--- src/rtl/snake_pkg.sv ---
// Shared types and screen constants for the snake game blocks.
// Ports: none (package: direction/state enums, coordinate width, grid bounds).
package snake_pkg;

    localparam int COORD_W = 10;
    localparam logic [COORD_W-1:0] PARK_COORD = 10'h3FF;

    localparam int SCR_X_MIN = 8;
    localparam int SCR_X_MAX = 631;
    localparam int SCR_Y_MIN = 8;
    localparam int SCR_Y_MAX = 471;
    localparam int GRID_STEP = 8;

    typedef enum logic [1:0] {
        UP    = 2'd0,
        DOWN  = 2'd1,
        LEFT  = 2'd2,
        RIGHT = 2'd3
    } dir_t;

    typedef enum logic [2:0] {
        IDLE,
        RUN,
        MOVE,
        CHECK,
        DEAD
    } ctrl_state_t;

    // Opposite directions differ only in bit 0 of the encoding.
    function automatic dir_t opposite_dir(dir_t d);
        return dir_t'(d ^ 2'b01);
    endfunction

endpackage

--- src/rtl/snake_body_ctrl_if.sv ---
// Food placement handshake between the body controller and the food block.
// Signals: FoodX/FoodY food center, food_req relocate request, food_ack done.
interface snake_body_ctrl_if;
    import snake_pkg::*;

    logic [COORD_W-1:0] FoodX;
    logic [COORD_W-1:0] FoodY;
    logic               food_req;
    logic               food_ack;

    modport master (
        output food_req,
        input  food_ack,
        input  FoodX,
        input  FoodY
    );

    modport slave (
        input  food_req,
        output food_ack,
        output FoodX,
        output FoodY
    );

endinterface

--- src/rtl/snake_hit_detect.sv ---
// Combinational self-collision and food-proximity detection.
// In: slot arrays (slot 0 is the head), length, food center. Out: self_hit, food_hit.
module snake_hit_detect
    import snake_pkg::*;
#(
    parameter int MAX_LEN = 19,
    parameter int LEN_W   = 5,
    parameter int STEP    = GRID_STEP
) (
    input  logic [COORD_W-1:0] slot_x [MAX_LEN],
    input  logic [COORD_W-1:0] slot_y [MAX_LEN],
    input  logic [LEN_W-1:0]   length,
    input  logic [COORD_W-1:0] food_x,
    input  logic [COORD_W-1:0] food_y,
    output logic               self_hit,
    output logic               food_hit
);

    logic [COORD_W-1:0] dx;
    logic [COORD_W-1:0] dy;

    always_comb begin
        self_hit = 1'b0;
        for (int i = 1; i < MAX_LEN; i++) begin
            if (LEN_W'(i) < length &&
                slot_x[i] == slot_x[0] &&
                slot_y[i] == slot_y[0])
                self_hit = 1'b1;
        end
    end

    // Absolute distance, ordered so the subtraction never wraps.
    assign dx = (slot_x[0] > food_x) ? slot_x[0] - food_x
                                     : food_x - slot_x[0];
    assign dy = (slot_y[0] > food_y) ? slot_y[0] - food_y
                                     : food_y - slot_y[0];

    assign food_hit = (dx < COORD_W'(STEP)) && (dy < COORD_W'(STEP));

endmodule

--- src/rtl/snake_body_ctrl.sv ---
// Snake segment sequencer: movement, growth, wall/self collision, food request.
// Ports: Clk, Reset (sync, low), start, move_tick, dir_in, food bus, seg_x/seg_y/seg_valid, length, game_over.
module snake_body_ctrl
    import snake_pkg::*;
#(
    parameter int MAX_LEN  = 19,
    parameter int INIT_LEN = 2,
    parameter int STEP     = GRID_STEP,
    parameter int X_MIN    = SCR_X_MIN,
    parameter int X_MAX    = SCR_X_MAX,
    parameter int Y_MIN    = SCR_Y_MIN,
    parameter int Y_MAX    = SCR_Y_MAX,
    parameter int START_X  = 320,
    parameter int START_Y  = 240
) (
    input  logic                       Clk,
    input  logic                       Reset,
    input  logic                       start,
    input  logic                       move_tick,
    input  logic [1:0]                 dir_in,
    snake_body_ctrl_if.master          food,
    output logic [MAX_LEN*COORD_W-1:0] seg_x,
    output logic [MAX_LEN*COORD_W-1:0] seg_y,
    output logic [MAX_LEN-1:0]         seg_valid,
    output logic [4:0]                 length,
    output logic                       game_over
);

    localparam int LEN_W = 5;
    localparam int XW    = COORD_W + 1;

    ctrl_state_t state;
    ctrl_state_t state_next;

    logic [COORD_W-1:0] slot_x [MAX_LEN];
    logic [COORD_W-1:0] slot_y [MAX_LEN];
    logic [LEN_W-1:0]   len_q;
    logic [LEN_W-1:0]   new_len;
    dir_t               cur_dir;
    dir_t               pending_dir;
    logic               grow_pending;
    logic               food_req_q;
    logic               game_over_q;
    logic               wall_hit;

    logic [COORD_W-1:0] next_x;
    logic [COORD_W-1:0] next_y;
    logic               off_grid;
    logic               self_hit;
    logic               food_hit;
    logic               reinit;
    logic               eat;

    function automatic logic [COORD_W-1:0] init_x(int i);
        return (i < INIT_LEN) ? COORD_W'(START_X - i * STEP) : PARK_COORD;
    endfunction

    function automatic logic [COORD_W-1:0] init_y(int i);
        return (i < INIT_LEN) ? COORD_W'(START_Y) : PARK_COORD;
    endfunction

    snake_hit_detect #(
        .MAX_LEN (MAX_LEN),
        .LEN_W   (LEN_W),
        .STEP    (STEP)
    ) u_hit (
        .slot_x   (slot_x),
        .slot_y   (slot_y),
        .length   (len_q),
        .food_x   (food.FoodX),
        .food_y   (food.FoodY),
        .self_hit (self_hit),
        .food_hit (food_hit)
    );

    always_ff @(posedge Clk) begin
        if (!Reset) state <= IDLE;
        else        state <= state_next;
    end

    // A wall hit is latched in MOVE and acted on in CHECK so that
    // game_over and food_req share the same tick-to-output latency.
    always_comb begin
        state_next = state;
        unique case (state)
            IDLE:    if (start) state_next = RUN;
            RUN:     if (move_tick) state_next = MOVE;
            MOVE:    state_next = CHECK;
            CHECK:   state_next = (wall_hit || self_hit) ? DEAD : RUN;
            DEAD:    if (start) state_next = RUN;
            default: state_next = IDLE;
        endcase
    end

    // Next head follows pending_dir, which becomes cur_dir in MOVE.
    // Edge tests use widened or pre-offset compares to avoid wrap.
    always_comb begin
        next_x   = slot_x[0];
        next_y   = slot_y[0];
        off_grid = 1'b0;
        unique case (pending_dir)
            UP: begin
                if (slot_y[0] < COORD_W'(Y_MIN + STEP)) off_grid = 1'b1;
                else next_y = slot_y[0] - COORD_W'(STEP);
            end
            DOWN: begin
                if ({1'b0, slot_y[0]} + XW'(STEP) > XW'(Y_MAX)) off_grid = 1'b1;
                else next_y = slot_y[0] + COORD_W'(STEP);
            end
            LEFT: begin
                if (slot_x[0] < COORD_W'(X_MIN + STEP)) off_grid = 1'b1;
                else next_x = slot_x[0] - COORD_W'(STEP);
            end
            RIGHT: begin
                if ({1'b0, slot_x[0]} + XW'(STEP) > XW'(X_MAX)) off_grid = 1'b1;
                else next_x = slot_x[0] + COORD_W'(STEP);
            end
            default: ;
        endcase
    end

    assign new_len = (grow_pending && len_q < LEN_W'(MAX_LEN))
                   ? len_q + 1'b1 : len_q;

    // Food is only taken when no request is outstanding, so an ack
    // in the same CHECK cycle still masks that tick's hit.
    assign eat = (state == CHECK) && !wall_hit && !self_hit &&
                 food_hit && !food_req_q;

    assign reinit = !Reset || (state == DEAD && start);

    always_ff @(posedge Clk) begin
        if (reinit) begin
            for (int i = 0; i < MAX_LEN; i++) begin
                slot_x[i] <= init_x(i);
                slot_y[i] <= init_y(i);
            end
            len_q        <= LEN_W'(INIT_LEN);
            cur_dir      <= RIGHT;
            pending_dir  <= RIGHT;
            grow_pending <= 1'b0;
            food_req_q   <= 1'b0;
            game_over_q  <= 1'b0;
            wall_hit     <= 1'b0;
        end else begin
            if (state == RUN && dir_t'(dir_in) != opposite_dir(cur_dir))
                pending_dir <= dir_t'(dir_in);

            if (state == MOVE) begin
                cur_dir  <= pending_dir;
                wall_hit <= off_grid;
                if (!off_grid) begin
                    slot_x[0] <= next_x;
                    slot_y[0] <= next_y;
                    // Shifting into the new tail slot keeps the old tail there.
                    for (int i = 1; i < MAX_LEN; i++) begin
                        if (LEN_W'(i) < new_len) begin
                            slot_x[i] <= slot_x[i-1];
                            slot_y[i] <= slot_y[i-1];
                        end
                    end
                    len_q        <= new_len;
                    grow_pending <= 1'b0;
                end
            end

            if (state == CHECK) game_over_q <= wall_hit || self_hit;

            if (eat) grow_pending <= 1'b1;

            if (food_req_q && food.food_ack) food_req_q <= 1'b0;
            else if (eat)                    food_req_q <= 1'b1;
        end
    end

    assign length        = len_q;
    assign game_over     = game_over_q;
    assign food.food_req = food_req_q;

    for (genvar i = 0; i < MAX_LEN; i++) begin : g_out
        assign seg_valid[i] = LEN_W'(i) < len_q;
        assign seg_x[i*COORD_W +: COORD_W] = seg_valid[i] ? slot_x[i] : PARK_COORD;
        assign seg_y[i*COORD_W +: COORD_W] = seg_valid[i] ? slot_y[i] : PARK_COORD;
    end

endmodule

--- src/flat_wrapper.sv ---
// flat-port wrapper written by rule: the top's interface ports become plain ports
module snake_body_ctrl_flat import snake_pkg::*;
#(
    parameter int MAX_LEN  = 19,
    parameter int INIT_LEN = 2,
    parameter int STEP     = GRID_STEP,
    parameter int X_MIN    = SCR_X_MIN,
    parameter int X_MAX    = SCR_X_MAX,
    parameter int Y_MIN    = SCR_Y_MIN,
    parameter int Y_MAX    = SCR_Y_MAX,
    parameter int START_X  = 320,
    parameter int START_Y  = 240
)
  (Clk, Reset, start, move_tick, dir_in, seg_x, seg_y, seg_valid, length, game_over, food_food_req, food_food_ack, food_FoodX, food_FoodY);
  snake_body_ctrl_if food_i ();
  input  logic Clk;
  input  logic Reset;
  input  logic start;
  input  logic move_tick;
  input  logic [1:0] dir_in;
  output logic [MAX_LEN*COORD_W-1:0] seg_x;
  output logic [MAX_LEN*COORD_W-1:0] seg_y;
  output logic [MAX_LEN-1:0] seg_valid;
  output logic [4:0] length;
  output logic game_over;
  output wire logic [$bits(food_i.food_req)-1:0] food_food_req;
  input wire logic [$bits(food_i.food_ack)-1:0] food_food_ack;
  input wire logic [$bits(food_i.FoodX)-1:0] food_FoodX;
  input wire logic [$bits(food_i.FoodY)-1:0] food_FoodY;
  assign food_food_req = food_i.food_req;
  assign food_i.food_ack = food_food_ack;
  assign food_i.FoodX = food_FoodX;
  assign food_i.FoodY = food_FoodY;
  snake_body_ctrl #(.MAX_LEN(MAX_LEN), .INIT_LEN(INIT_LEN), .STEP(STEP), .X_MIN(X_MIN), .X_MAX(X_MAX), .Y_MIN(Y_MIN), .Y_MAX(Y_MAX), .START_X(START_X), .START_Y(START_Y)) u_core (.Clk(Clk), .Reset(Reset), .start(start), .move_tick(move_tick), .dir_in(dir_in), .food(food_i), .seg_x(seg_x), .seg_y(seg_y), .seg_valid(seg_valid), .length(length), .game_over(game_over));
endmodule
--- config.mk ---
export PLATFORM = sky130hd
export DESIGN_NAME = snake_body_ctrl_flat
export DESIGN_NICKNAME = d
export VERILOG_FILES = /design/src/rtl/snake_pkg.sv /design/src/rtl/snake_body_ctrl_if.sv /design/src/rtl/snake_hit_detect.sv /design/src/rtl/snake_body_ctrl.sv /design/src/flat_wrapper.sv
export SDC_FILE = /design/constraint.sdc
export NUM_CORES = 1
export LEC_CHECK = 0
export BUFFER_PORTS_ARGS = -buffer_cell sky130_fd_sc_hd__buf_2
export CAP_MARGIN = 5
export CORE_MARGIN = 2
export CORE_UTILIZATION = 55
export CTS_BUF_LIST = sky130_fd_sc_hd__clkbuf_8
export CTS_CLUSTER_SIZE = 16
export DETAILED_ROUTE_END_ITERATION = 8
export PLACE_DENSITY = 0.81
export SYNTH_ARGS = -nofsm -noshare
export SYNTH_HDL_FRONTEND = slang
export SYNTH_SLANG_ARGS = --single-unit
--- constraint.sdc ---
create_clock -name Clk -period 4.68 [get_ports Clk]
set_input_delay 0.936 -clock Clk [delete_from_list [all_inputs] [get_ports Clk]]
set_output_delay 0.936 -clock Clk [all_outputs]
set_load 0.005 [all_outputs]
; ---- Word-level counts from Yosys, hierarchy flattened
; Cells that the tools add are included.
[totals]
n_memories = 0
romBits = 0
reg_bits = 396
mem_bits_rw = 0
output_inout_bits = 406
latchBits = 0
[op_classes]
reduce_logical = 81
mul = 0
div = 0
n_addsub = 11
n_lt_le_gt_ge = 46
muxes = 77
eq_ne = 51
shift = 0
bitwise = 2
[op_table]
columns = op, count
row1 = two-way mux 10 bit, 44
row2 = equality test 10 bit, 36
row3 = < comparator 4 x 5 -> 1 bit (first input constant), 16
row4 = AND reduction 3 bit, 18
row5 = logical AND 1 bit, 45
row6 = < comparator 3 x 5 -> 1 bit (first input constant), 8
row7 = one-hot mux 10 bit (2 select lines), 2
row8 = subtractor 10 bit, 4
row9 = < comparator 5 bit (first input constant), 6
row10 = two-way mux 1 bit, 25
row11 = adder 10 x 4 -> 11 bit (second input constant), 2
row12 = adder 10 x 4 -> 10 bit (second input constant), 2
row13 = greater-than comparator 10 bit, 2
row14 = < comparator 10 x 4 -> 1 bit (second input constant), 2
row15 = < comparator 10 x 5 -> 1 bit (second input constant), 2
row16 = < comparator 2 x 5 -> 1 bit (first input constant), 4
row17 = subtractor 10 x 4 -> 10 bit (second input constant), 2
row18 = < comparator 1 x 5 -> 1 bit (first input constant), 3
row19 = != test 2 bit (second input constant), 6
row20 = one-hot mux 3 bit (4 select lines), 1
row21 = greater-than comparator 11 x 10 -> 1 bit (second input constant), 1
row22 = greater-than comparator 11 x 9 -> 1 bit (second input constant), 1
row23 = AND reduction 5 bit, 2
row24 = two-way mux 3 bit, 3
row25 = other kinds (19), 31

; ---- Depth between registers and ports, before layout
[logic_depth]
word_depth = 27
mapped_depth = 13
depth_no_buf = 12

; ---- Cells and area by module
; A second synthesis with hierarchy kept.
[unflattened]
cells_unflattened = 2652
hier_area_um2 = 20479.6
[modules_own_cells]
columns = module, n_inst, cells_per_inst, area_per_inst_um2
row1 = snake_body_ctrl, 1, 1882, 14700.3
row2 = snake_hit_detect, 1, 770, 5779.3

; ---- Worst setup path before layout
; OpenSTA, ideal clock, no wires.
[synth_path]
path_kind = input port to flip-flop
from = input food_FoodY[5]
to = register u_core.food_req_q (netlist: u_core.food.food_req)
setup_time_ps = 60
path_slack_ps = 1159
path_buffers = 1
arrival_time_ps = 3460
cell_stages = 11
path_cell_list = inv_1 ha_1 clkbuf_1 nand4_1 o22ai_2 mux2_2 a221o_1 or3_1 a211oi_1 nand4_1 nand2_1
[synth_between]
elab_chain_len = 6
word_cells_on_any_way = 8
[synth_rtl]
columns = item, line
row1 = "start, declared", flat_wrapper.sv:29  ; input wire logic [$bits(food_i.FoodY)-1:0] food_FoodY;
row2 = "subtractor 10 bit, or another cell as far along", snake_hit_detect.sv:36  ; : food_y - slot_y[0];
row3 = two-way mux 10 bit (*), snake_hit_detect.sv:35  ; assign dy = (slot_y[0] > food_y) ? slot_y[0] - food_y
row4 = < comparator 10 x 4 -> 1 bit (*), snake_hit_detect.sv:38  ; assign food_hit = (dx < COORD_W'(STEP)) && (dy < COORD_W'(STEP));
row5 = logical AND 1 bit (*), snake_hit_detect.sv:38
row6 = logical AND 1 bit (*), snake_body_ctrl.sv:127  ; assign eat = (state == CHECK) && !wall_hit && !self_hit &&
row7 = logical AND 1 bit (*), snake_body_ctrl.sv:128  ; food_hit && !food_req_q;
row8 = "end signal, assigned", snake_body_ctrl.sv:142  ; food_req_q <= 1'b0;
row9 = "end signal, assigned", snake_body_ctrl.sv:171  ; if (food_req_q && food.food_ack) food_req_q <= 1'b0;
row10 = "end signal, assigned", snake_body_ctrl.sv:172  ; else if (eat) food_req_q <= 1'b1;
row11 = "end, declared", snake_body_ctrl.sv:42  ; logic food_req_q;
; Mark *: on every way between the ends. The rest lies on a longest branch, timed or not.
; A chain may end at the register's enable or synchronous reset.

; ---- Worst setup path in the final report
[layout_path]
from = register u_core.len_q[2] (netlist: u_core.length[2])
to = output seg_x[21]
[layout_between]
elab_chain_len = 2
[layout_rtl]
columns = item, line
row1 = "start, declared", snake_body_ctrl.sv:37  ; logic [LEN_W-1:0] len_q;
row2 = "start signal, assigned", snake_body_ctrl.sv:138  ; len_q <= LEN_W'(INIT_LEN);
row3 = "start signal, assigned", snake_body_ctrl.sv:162  ; len_q <= new_len;
row4 = < comparator 2 x 5 -> 1 bit, snake_body_ctrl.sv:181  ; assign seg_valid[i] = LEN_W'(i) < len_q;
row5 = two-way mux 10 bit, snake_body_ctrl.sv:182  ; assign seg_x[i*COORD_W +: COORD_W] = seg_valid[i] ? slot_x[i] : PARK_COORD;
row6 = "end, declared", flat_wrapper.sv:21  ; output logic [MAX_LEN*COORD_W-1:0] seg_x;
; Every way passes these cells.

==> out/metrics.csv <==
metric,value,unit
run status,"complete, no violations",
post-CTS resize count,0,
slowest cell on the critical path,sky130_fd_sc_hd__dfxtp_1,
maximum count of clock buffers along a single path,3,
Synth top area share,32.48,%
nets@finish,2697,
cell family contributing the most delay on the critical path,simple AND/OR/NAND/NOR gates,
register share of total power,47.5,%
count of nets left with antenna violations after detail routing,0,
TritonCTS clock tree,done,
post-synthesis cell type count,78,
biggest area consumer among synthesized cells,sky130_fd_sc_hd__dfxtp_1,
CTS Buf Count,50,
post-CTS clock slew at the launch and capture registers of the worst setup and hold paths,70,ps
RSZ-0062 raised after global routing,false,
CP cell instances,nor3_1 -> nand2b_1 -> nand2b_1 -> buf_2,
ranking of synthesized cells by area,"sky130_fd_sc_hd__dfxtp_1 32%, sky130_fd_sc_hd__nand2_1 10%, sky130_fd_sc_hd__xor2_1 9.4%",
final hold viol count,0,
port buffer count,432,
pin slew with the least headroom to its limit,1380,ps
leakage dissipation,9.298,nW
wire length per cell after detailed routing,19.51,um
largest net degree at the start of global routing,278,
number of global-route vias before repair,16660,
Post-Synthesis Cell Area,0.01843,mm2
final routed DRC violation total,0,
DIE AREA,0.03499,mm2
vertical die dimension,187.1,um
H-tree lvl count,2,
number of I/O pins,433,
Crit path arrival time,2940,ps
part of the total power dissipated in the clock network,44.0,%
1st-pass router iterations,6,
maximum fanout along the worst path,21,
"EDFF count, synth",0,
via-per-instance ratio,5.632,
Comb power frac,8.5,%
initial cell density of the core,55.38,%
sw frac,25.90,%
largest voltage drop on the vdd net,193.2,uV
Syn Nets,2407,
setup TNS after final layout,0,ps
Max Transition Viols Final,0,
Overall Global Routing Usage,33.27,%
final wirelength,60900,um
final clock skew,17.88,ps
max-cap viol count,0,
synthesized netlist cell count,2341,
clock latency on the worst-skew pair,580,ps
fin crit share,82.88,%
detailed placer's ending HPWL,44010,um
number of design-rule violations left by the first detailed-router iteration,1575,
core box area,0.03328,mm2
Pwr per Cell Area,256.8,mW/mm2
wire length of the first global-routing pass,93190,um
remaining global-route overflow,0,
kind of start point of the critical path,flip-flop,
Mapped Avg Cell Area,7.873,um2
internal power of the cells,4.033,mW
remaining max-slew budget at the tightest pin,8.031,%
Vias,17580,
Final GP Congestion,0.9384,
cts hold-fix bufs,0,
critical path capture point type,output port,
Setup CP Type,reg -> out,
Hold WS,461.4,ps
number of buffers inserted to repair setup after CTS,0,
min-delay worst type,reg -> reg,
antenna violations before repair,1,
clock period minus worst slack,3879,ps
Die W,187.1,um
"setup slack, reg-to-reg",860,ps
number of endpoints failing setup at the final stage,0,
row count,67,
stage delay of the slowest cell on the critical path,1000,ps
number of clock sinks seen by CTS,299,
number of warnings issued by yosys,0,
share of flip-flops with an asynchronous set or reset after synthesis,0,%
most common flop cell mapped by yosys,sky130_fd_sc_hd__dfxtp_1,
layout cells sized above 1,29.83,%
Required @ worst endpoint,3740,ps
ranking of synthesized cells by instance count,"497 x sky130_fd_sc_hd__nand2_1, 299 x sky130_fd_sc_hd__dfxtp_1, 199 x sky130_fd_sc_hd__nand3_1",
buffer and inverter count on the worst path,1,
most frequent cell after synthesis,sky130_fd_sc_hd__nand2_1,
fraction of the yosys area taken by sequential cells,32.48,%
net switching component of the power,1.409,mW
Clock Tree Root,sky130_fd_sc_hd__clkbuf_8,
layout overhead on the synthesized area,15.00,%
FMAX,257.8,MHz
#FFs+latches synth,299,
cell seen most often among critical-path stages,sky130_fd_sc_hd__nand2b_1,
-- worst reg2reg max path, delay by kind of cell, from the launching register on --
| family | cells | cell delay [ps] |
|---|---|---|
| AO/OA/AOI/OAI | 3 | 1170 |
| XOR/XNOR | 1 | 410 |
| buffers and inverters | 1 | 230 |
| flip-flops | 1 | 730 |
| multiplexers | 1 | 290 |
| AND/OR/NAND/NOR | 4 | 820 |
-- logic make-up (layout without fill, tap and decap cells) --
family / after synthesis / after routing / synth area share, %
other cells: 0 / 1 / 0
xor+xnor: 276 / 276 / 13.20
buf+inv: 290 / 621 / 8.513
mux: 102 / 102 / 5.635
compound gates: 145 / 145 / 5.805
simple gates: 1190 / 1190 / 31.56
flops: 299 / 299 / 32.48
fa+ha+maj: 39 / 39 / 2.811
-- area by class of cell --
class	instances	area, um2
antenna	1	2.502
clock buffer	65	894.6
clock inverter	28	150.1
fill	2873	12090
inverter	53	198.9
multi-input combinational	1752	10900
sequential	299	5996
tap	448	560.5
timing repair buffer	475	2497
-- metrics by stage --
step	utilization (%)	std cells	instance area (um2)	setup slack (ps)	power (mW)
floorplan	-	2341	18430	1159	2.958
global placement	60.54	3027	20150	800.7	3.083
global route	63.69	3121	21200	602.3	5.606
detailed placement	60.54	3027	20150	776.6	3.091
finish	63.69	3121	21200	801.3	5.442
CTS	63.68	3120	21190	790.7	5.449
-- power by group through the flow --
stage	registers (mW)	clock network [mW]	logic, mW
2_1_floorplan	2.62	0	0.336
3_3_place_gp	2.64	0	0.444
3_5_place_dp	2.64	0	0.452
4_1_cts	2.58	2.41	0.454
5_1_grt	2.58	2.52	0.499
6_report	2.58	2.40	0.462
-- layout by cell type (no fill, tap or decap), types with 67 or more instances in the layout --
cell,count
sky130_fd_sc_hd__nand2_1,497
sky130_fd_sc_hd__nand2b_1,87
sky130_fd_sc_hd__xnor2_1,77
sky130_fd_sc_hd__mux2i_1,97
sky130_fd_sc_hd__dfxtp_1,291
sky130_fd_sc_hd__xor2_1,197
sky130_fd_sc_hd__nand3_1,199
sky130_fd_sc_hd__inv_1,67
sky130_fd_sc_hd__buf_2,432
sky130_fd_sc_hd__or2_2,195
-- state kept, by name, indices dropped and copies added, names as in the netlist --
signal,flops
u_core.wall_hit,1
u_core.game_over,1
u_core.pending_dir,2
u_core.state,3
u_core.slot_x,133
u_core.food.food_req,1
u_core.cur_dir,2
u_core.length,5
u_core.slot_y,150
u_core.grow_pending,1
-- final timing paths --
path                                         start            endpoint  cells after the start
worst min-delay path            u_core.slot_y[162]  u_core.slot_y[162]                      2
worst max-delay path              u_core.length[2]           seg_x[21]                      4
worst min register to register  u_core.slot_y[162]  u_core.slot_y[162]                      2
worst max register to register    u_core.length[0]  u_core.slot_x[124]                     10
-- metal layers --
| metal | vias up | routed length, um | global-route usage [%] |
|---|---|---|---|
| li1 | 8193 | - | - |
| met1 | 8244 | 24170 | 41.76 |
| met4 | 0 | 2778 | 15.87 |
| met3 | 195 | 5354 | 5.610 |
| met2 | 945 | 28600 | 55.66 |
| met5 | - | 0 | 0 |
Note: power is estimated with default switching activity, not from simulation.
